[config.mk]
export PLATFORM = sky130hd
export DESIGN_NAME = sprite_loader
export DESIGN_NICKNAME = d
export VERILOG_FILES = /design/src/rtl/sprite_pkg.sv /design/src/rtl/region_addr_gen.sv /design/src/rtl/sprite_loader.sv
export SDC_FILE = /design/constraint.sdc
export NUM_CORES = 1
export LEC_CHECK = 0
export CORE_MARGIN = 2
export CORE_UTILIZATION = 59
export DETAILED_ROUTE_END_ITERATION = 10
export PLACE_DENSITY_LB_ADDON = 0.3
export SLEW_MARGIN = 20
export SYNTH_ARGS = -nofsm -noshare
export SYNTH_HDL_FRONTEND = slang
export SYNTH_SLANG_ARGS = --single-unit
[constraint.sdc]
create_clock -name Clk -period 4.7 [get_ports Clk]
set_input_delay 1.175 -clock Clk [delete_from_list [all_inputs] [get_ports Clk]]
set_output_delay 1.175 -clock Clk [all_outputs]
set_load 0.03 [all_outputs]
[src/rtl/sprite_pkg.sv]
// rtl/sprite_pkg.sv - shared sprite-sheet geometry, loader state encoding and region helpers
package sprite_pkg;

   localparam int SHEET_W_DEF = 600;
   localparam int SHEET_H_DEF = 250;
   localparam int ADDR_W_DEF  = 18;
   localparam int CRD_W       = 10;

   typedef enum logic [2:0] {
      ST_IDLE,
      ST_CHECK,
      ST_RECV,
      ST_WR_LO,
      ST_WR_HI,
      ST_DONE
   } state_t;

   // One axis of a region fits when it is non-empty and origin+extent stays inside the sheet.
   function automatic logic region_fits(input logic [CRD_W-1:0] org, input logic [CRD_W-1:0] ext,
                                        input int limit);
      logic [CRD_W:0] stop;
      stop = {1'b0, org} + {1'b0, ext};
      return (ext != '0) && (stop <= (CRD_W+1)'(limit));
   endfunction

endpackage

[src/rtl/region_addr_gen.sv]
// rtl/region_addr_gen.sv - walks a rectangular region row-major, producing frameRAM addresses
module region_addr_gen
   import sprite_pkg::*;
#(
   parameter int SHEET_W = SHEET_W_DEF,
   parameter int ADDR_W  = ADDR_W_DEF
) (
   input  logic              clk_i,
   input  logic              rst_i,
   input  logic              load_i,
   input  logic              step_i,
   input  logic [CRD_W-1:0]  x_i,
   input  logic [CRD_W-1:0]  y_i,
   input  logic [CRD_W-1:0]  w_i,
   input  logic [CRD_W-1:0]  h_i,
   output logic [ADDR_W-1:0] addr_o,
   output logic              last_o
);

   localparam logic [ADDR_W-1:0] PITCH = ADDR_W'(SHEET_W);

   logic [CRD_W-1:0]  col_q;
   logic [CRD_W-1:0]  row_q;
   logic [ADDR_W-1:0] row_base_q;
   logic [ADDR_W-1:0] addr_q;
   logic [ADDR_W-1:0] start_addr;
   logic              col_end;
   logic              row_end;

   // The only multiply: the region origin, computed once at load time.
   assign start_addr = ADDR_W'(y_i) * PITCH + ADDR_W'(x_i);
   assign col_end    = (col_q == (w_i - 10'd1));
   assign row_end    = (row_q == (h_i - 10'd1));
   assign last_o     = col_end && row_end;
   assign addr_o     = addr_q;

   always_ff @(posedge clk_i or posedge rst_i) begin
      if (rst_i) begin
         col_q      <= '0;
         row_q      <= '0;
         row_base_q <= '0;
         addr_q     <= '0;
      end else if (load_i) begin
         col_q      <= '0;
         row_q      <= '0;
         row_base_q <= start_addr;
         addr_q     <= start_addr;
      end else if (step_i) begin
         if (col_end) begin
            col_q      <= '0;
            row_q      <= row_q + 10'd1;
            row_base_q <= row_base_q + PITCH;
            addr_q     <= row_base_q + PITCH;
         end else begin
            col_q  <= col_q + 10'd1;
            addr_q <= addr_q + ADDR_W'(1);
         end
      end
   end

endmodule

[src/rtl/sprite_loader.sv]
// rtl/sprite_loader.sv - streams packed 4-bit palette bytes into a rectangular frameRAM region
module sprite_loader
   import sprite_pkg::*;
#(
   parameter int SHEET_W = SHEET_W_DEF,
   parameter int SHEET_H = SHEET_H_DEF,
   parameter int ADDR_W  = ADDR_W_DEF
) (
   input  logic              Clk,
   input  logic              Reset,
   input  logic              Start,
   input  logic [9:0]        RegX,
   input  logic [9:0]        RegY,
   input  logic [9:0]        RegW,
   input  logic [9:0]        RegH,
   input  logic              in_valid,
   input  logic [7:0]        in_data,
   output logic              in_ready,
   output logic [ADDR_W-1:0] write_address,
   output logic [3:0]        data_In,
   output logic              we,
   output logic              Busy,
   output logic              Done,
   output logic              Err
);

   state_t           state_q;
   logic [CRD_W-1:0] x_q, y_q, w_q, h_q;
   logic [7:0]       byte_q;
   logic [3:0]       data_q;
   logic             we_q, in_ready_q, busy_q, done_q, err_q;
   logic             region_ok;
   logic             gen_load, gen_step, last_pix;

   assign region_ok = region_fits(x_q, w_q, SHEET_W) && region_fits(y_q, h_q, SHEET_H);
   assign gen_load  = (state_q == ST_CHECK) && region_ok;
   assign gen_step  = (state_q == ST_WR_LO) || (state_q == ST_WR_HI);

   region_addr_gen #(
      .SHEET_W (SHEET_W),
      .ADDR_W  (ADDR_W)
   ) u_addr_gen (
      .clk_i  (Clk),
      .rst_i  (Reset),
      .load_i (gen_load),
      .step_i (gen_step),
      .x_i    (x_q),
      .y_i    (y_q),
      .w_i    (w_q),
      .h_i    (h_q),
      .addr_o (write_address),
      .last_o (last_pix)
   );

   assign in_ready = in_ready_q;
   assign data_In  = data_q;
   assign we       = we_q;
   assign Busy     = busy_q;
   assign Done     = done_q;
   assign Err      = err_q;

   always_ff @(posedge Clk or posedge Reset) begin
      if (Reset) begin
         state_q    <= ST_IDLE;
         x_q        <= '0;
         y_q        <= '0;
         w_q        <= '0;
         h_q        <= '0;
         byte_q     <= '0;
         data_q     <= '0;
         we_q       <= 1'b0;
         in_ready_q <= 1'b0;
         busy_q     <= 1'b0;
         done_q     <= 1'b0;
         err_q      <= 1'b0;
      end else begin
         done_q <= 1'b0;
         case (state_q)
            ST_IDLE: begin
               if (Start) begin
                  x_q     <= RegX;
                  y_q     <= RegY;
                  w_q     <= RegW;
                  h_q     <= RegH;
                  err_q   <= 1'b0;
                  busy_q  <= 1'b1;
                  state_q <= ST_CHECK;
               end
            end
            ST_CHECK: begin
               if (region_ok) begin
                  in_ready_q <= 1'b1;
                  state_q    <= ST_RECV;
               end else begin
                  err_q   <= 1'b1;
                  done_q  <= 1'b1;
                  state_q <= ST_DONE;
               end
            end
            ST_RECV: begin
               if (in_valid) begin
                  byte_q     <= in_data;
                  data_q     <= in_data[3:0];
                  we_q       <= 1'b1;
                  in_ready_q <= 1'b0;
                  state_q    <= ST_WR_LO;
               end
            end
            ST_WR_LO: begin
               // An odd pixel count ends here and the high nibble is never written.
               if (last_pix) begin
                  we_q    <= 1'b0;
                  done_q  <= 1'b1;
                  state_q <= ST_DONE;
               end else begin
                  data_q  <= byte_q[7:4];
                  state_q <= ST_WR_HI;
               end
            end
            ST_WR_HI: begin
               we_q <= 1'b0;
               if (last_pix) begin
                  done_q  <= 1'b1;
                  state_q <= ST_DONE;
               end else begin
                  in_ready_q <= 1'b1;
                  state_q    <= ST_RECV;
               end
            end
            ST_DONE: begin
               busy_q  <= 1'b0;
               state_q <= ST_IDLE;
            end
            default: begin
               we_q       <= 1'b0;
               in_ready_q <= 1'b0;
               busy_q     <= 1'b0;
               state_q    <= ST_IDLE;
            end
         endcase
      end
   end

endmodule

==> metrics, run 1 <==
status=completed; Worst Skew=0.00599 ns; global-route wire length before repair=35.4 mm; Pins Over Slew Limit=0; Starting Density=0.601; Worst setup EP type=flip-flop; Root Buffer=clkbuf_16; Synth Area per Inst=9.00 um^2; antenna violations before repair=0; gr usage total=0.275; Seq cells post-synth=112; Die H=125 um; synth cell count leaders=dfrtp_1 (112), nand2_1 (77), ha_1 (75); asr flop ratio synth=1.00; non-filler cells, final=1226; Final Hold Fails=0; cell count after placement=1209; Synth top area share=0.322; Vias/cell=6.02; clock latency on the worst-skew pair=0.36 ns; CP Max Fanout=7; Bufs on Longest Clock Path=2; max_slew headroom=0.391; final net count=1178; EDFF count, synth=0; Final Worst Setup Slack=0.216 ns; max cap viols=0; Distinct cells, synth=72; # setup viols final=0; Cell Rows=44; RePlAce Congestion=0.863; Fin Setup TNS=0 ns; top-count cell post-synth=dfrtp_1; Netlist Area Pre-Place=8700 um^2; period utilisation layout=0.954; share of cells above drive strength 1=0.0960; Worst EP required=4.91 ns; pre-CTS WS=0.133 ns; die area=15700 um^2; TritonCTS Buffers=9; Synth Instances=967; clock sink count=112; top cell type by total area after synthesis=dfrtp_1; Initial DRC Count=550; Routed WL=21.0 mm; Setup CP Type=flip-flop to flip-flop; clock-pin transition on the worst setup and hold timing paths=0.07 ns; htree depth=3; syn nets=1108; top_reg_cell synth=dfrtp_1; fin crit period=4.48 ns; Post-DP HPWL=15.6 mm; Worst Hold Class=flip-flop to flip-flop; ANT cells=0; Port Buffer Count=78; synthesis-to-layout area growth=15.2%; Routed Antenna Nets=0; Tightest Pin Transition=0.902 ns; CP Launch Type=flip-flop; GRT overflow=0; Seq/Total Area, Yosys=0.322; Fmax=223 MHz; # DRC=0; CTS tree=done; number of global-route vias before repair=7138; IO Pins=79; Synth warnings=0; Die Width=125 um; largest net degree at the start of global routing=65; Worst EP arrival=4.69 ns; routed vias=7382; core area=14500 um^2; iteration count of the initial detailed-routing pass=5; Synth area leaders=dfrtp_1 (32%), ha_1 (11%), mux2_2 (5.3%); drt wl/cell=17.1 um
==> cells in the final DEF, fill, tap and decap left out, types with 9 or more instances in the layout <==
| master | n |
|---|---|
| xor2_1 | 40 |
| o21ai_0 | 59 |
| clkbuf_16 | 9 |
| xnor2_1 | 51 |
| mux2_2 | 41 |
| and3_1 | 18 |
| nor4_1 | 12 |
| a21oi_1 | 63 |
| dfrtp_1 | 112 |
| a31oi_1 | 9 |
| ha_1 | 74 |
| nor2b_1 | 10 |
| nor2_1 | 74 |
| nor3_1 | 23 |
| nand3_1 | 34 |
| o211ai_1 | 9 |
| inv_1 | 55 |
| buf_4 | 11 |
| clkdlybuf4s50_1 | 78 |
| o22ai_1 | 15 |
| fa_1 | 14 |
| mux2i_1 | 11 |
| nand2_1 | 77 |
==> per-layer routing <==
metal | track usage | share of wire | up-vias
li1 | - | - | 3591
met1 | 0.374 | 0.47 | 3536
met2 | 0.448 | 0.46 | 218
met3 | 0.0492 | 0.049 | 37
met4 | 0.0869 | 0.023 | 0
met5 | 0 | 0 | -
==> through the flow <==
stage | hold slack [ns] | utilization | cell area [um^2]
2_1_floorplan | 0.477 | - | 8700
3_3_place_gp | 0.471 | 0.670 | 9700
3_5_place_dp | 0.479 | 0.670 | 9700
4_1_cts | 0.495 | 0.690 | 9980
5_1_grt | 0.527 | 0.693 | 10000
6_report | 0.488 | 0.693 | 10000
==> what timing repair did <==
action                     4_1_cts  5_1_grt
hold buffers                     0        0
setup endpoints to repair        0       10
resized for setup                0        9
buffers inserted                 0        1
==> logic make-up after synthesis <==
family | Yosys count | synth area share
muxes | 57 | 0.0739
adders and majority gates | 89 | 0.140
buffers and inverters | 88 | 0.0387
and+or+nand+nor | 315 | 0.183
AOI/OAI and AO/OA | 215 | 0.151
xor gates and xnor gates | 91 | 0.0916
DFF | 112 | 0.322
==> final cells by class <==
class / instances / area [um^2]
inverter: 57 / 216
tap: 184 / 230
clock inverter: 4 / 26.3
multi-input combinational: 767 / 5620
clock buffer: 12 / 256
sequential: 112 / 2800
timing repair buffer: 90 / 883
fill: 1149 / 4450
==> worst max-delay path, stage by stage (launching register included) <==
cell	delay, ns
dfrtp_1	0.45
ha_1	0.32
ha_1	0.32
fa_1	0.55
inv_1	0.06
fa_1	0.50
inv_1	0.04
ha_2	0.22
or3_4	0.42
o22a_1	0.23
and3_1	0.22
o21ai_0	0.26
a21oi_2	0.11
o211ai_1	0.23
nor3_1	0.09
xnor2_1	0.22
mux2i_1	0.10
==> flip-flops by register name, summed over array words and instances (netlist names), 4 cells and up <==
register and flops:
u_addr_gen.row_q 10, w_q 10, x_q 10, u_addr_gen.addr_o 18, u_addr_gen.col_q 10, u_addr_gen.row_base_q 18
byte_q 4, data_In 4, h_q 10, y_q 10
==> final timing paths <==
kind / start / end / depth (start not counted) / slack [ns]
worst max register to register: y_q[7] / u_addr_gen.row_base_q[17] / 16 / 0.22
worst min register to register: Busy / Busy / 1 / 0.49
max in group asynchronous: Reset / data_In[0] / 3 / 2.68
min in group asynchronous: Reset / x_q[0] / 2 / 1.24
worst max-delay path: y_q[7] / u_addr_gen.row_base_q[17] / 16 / 0.22
worst min-delay path: Busy / Busy / 1 / 0.49
Power of run 1 is left out: the tool's default activity adds up to more than one toggle a clock period on the data nets, which glitch-free logic cannot reach.
==> run 2: changes to the inputs <==
--- a/config.mk
+++ b/config.mk
@@ -6,7 +6,8 @@
 export NUM_CORES = 1
 export LEC_CHECK = 0
 export CORE_MARGIN = 2
-export CORE_UTILIZATION = 59
+export CORE_UTILIZATION = 60
+export CTS_BUF_LIST = sky130_fd_sc_hd__clkbuf_8
 export DETAILED_ROUTE_END_ITERATION = 10
 export PLACE_DENSITY_LB_ADDON = 0.3
 export SLEW_MARGIN = 20
==> run 2 against run 1 <==
Compared with the run above:
- cell count about the same
- register-to-register slack better by 0.02 ns
- first-iteration DRC count up 8.7%
- die area down 1.6%
- sequential cell count unchanged
- cell area down 0.76%
- clock skew up 0.0082 ns
- global-route usage up 0.33 points
- count of clock-buffer cells in the layout down 2
- critical path depth unchanged
- via count down 0.24%
- worst hold slack better by 0.017 ns
==> metrics, run 2 (synthesized netlist as in run 1, its figures left out) <==
status=completed; core area=14400 um^2; Cell Rows=44; CP Launch Type=flip-flop; non-filler cells, final=1227; period utilisation layout=0.949; fill cell count=1134; Initial DRC Count=598; CP Max Fanout=7; IO Pins=79; ANT cells=0; gr usage total=0.278; Worst Skew=0.0141 ns; hold depth=1; Vias/cell=6.00; R2R depth=16; # DRC=0; Die Width=124 um; largest net degree at the start of global routing=68; Worst Hold Class=flip-flop to flip-flop; number of global-route vias before repair=7221; RSZ-0062 raised after global routing=no; Worst setup EP type=flip-flop; Fin Setup TNS=0 ns; GRT overflow=0; routed vias=7364; global-route wire length before repair=35.3 mm; Worst EP required=4.95 ns; TritonCTS Buffers=9; fin crit period=4.46 ns; RePlAce Congestion=0.913; most frequent cells in the layout=dfrtp_1 (112), clkdlybuf4s50_1 (78), nand2_1 (77), ha_1 (75), nor2_1 (74); max cap viols=0; share of cells above drive strength 1=0.0959; Routed Antenna Nets=0; Bufs on Longest Clock Path=2; clock-pin transition on the worst setup and hold timing paths=0.10 ns; Root Buffer=clkbuf_8; die area=15500 um^2; iteration count of the initial detailed-routing pass=5; Fmax=224 MHz; most common cell after layout, fill and taps aside=dfrtp_1; Post-DP HPWL=15.6 mm; max_slew headroom=0.380; Worst EP arrival=4.71 ns; Die H=124 um; drt wl/cell=17.1 um; final hold slack=0.505 ns; antenna violations before repair=0; cell count after placement=1209; Port Buffer Count=78; final net count=1179; Pins Over Slew Limit=0; Tightest Pin Transition=0.927 ns; Setup CP Type=flip-flop to flip-flop; clock sink count=112; Starting Density=0.606; Routed WL=21.0 mm; synthesis-to-layout area growth=14.4%; htree depth=3; Final Hold Fails=0; CTS tree=done; clock latency on the worst-skew pair=0.40 ns; hold buffers post-CTS=0; # setup viols final=0
==> run 2: changes by cell type in the layout (fill, tap and decap cells not counted), sizes merged <==
cell    change
buf         +1
bufinv      +1
clkbuf      -2
clkinv      +1
==> run 2: final timing paths <==
| path | startpoint | slack (ns) | to |
|---|---|---|---|
| max | y_q[7] | 0.24 | u_addr_gen.row_base_q[17] |
| min | Busy | 0.50 | Busy |
| max reg2reg | y_q[7] | 0.24 | u_addr_gen.row_base_q[17] |
| min reg2reg | Busy | 0.50 | Busy |
| max in group asynchronous | Reset | 2.55 | state_q[0] |
| min in group asynchronous | Reset | 1.30 | x_q[0] |
==> run 2: area by class of cell <==
| type | count | area, um^2 | share of cell area |
|---|---|---|---|
| Multi-Input combinational cell | 767 | 5610 | 0.563 |
| Sequential cell | 112 | 2800 | 0.282 |
| Timing Repair Buffer | 91 | 891 | 0.0895 |
| Tap cell | 184 | 230 | 0.0231 |
| Inverter | 57 | 216 | 0.0217 |
| Clock buffer | 10 | 138 | 0.0138 |
| Clock inverter | 6 | 67.6 | 0.00679 |
==> run 2: through the flow <==
| step | setup slack [ns] | util | cell area [um^2] |
|---|---|---|---|
| after detailed placement | 0.0974 | 0.675 | 9700 |
| after global placement | 0.246 | 0.675 | 9700 |
| after CTS | 0.0679 | 0.689 | 9910 |
| final | 0.238 | 0.693 | 9950 |
| after global routing | 0.00113 | 0.693 | 9950 |
| after floorplan | 0.387 | - | 8700 |
==> run 2: metal layers <==
layer	share of wire	vias up	track usage	wire (um)
met5	0	-	0	0
met3	0.044	33	0.0442	932
met4	0.024	0	0.0932	501
met1	0.47	3532	0.388	9810
li1	-	3589	-	-
met2	0.47	210	0.444	9800
==> run 2: critical path, cell delays in order, from the launching register on <==
cell	delay [ns]
dfrtp_1	0.44
ha_1	0.32
ha_1	0.32
fa_1	0.54
inv_1	0.05
fa_1	0.49
inv_1	0.04
ha_1	0.27
or3_4	0.44
o22a_1	0.23
and3_1	0.22
o21ai_0	0.16
a21oi_1	0.12
o211ai_1	0.28
nor3_2	0.07
xnor2_1	0.22
mux2i_1	0.10
==> run 2: timing repair <==
item,4_1_cts,5_1_grt
resized for setup,0,7
setup buffers,0,2
endpoints found under the setup margin,0,10
Power of run 2 is left out for the same reason.
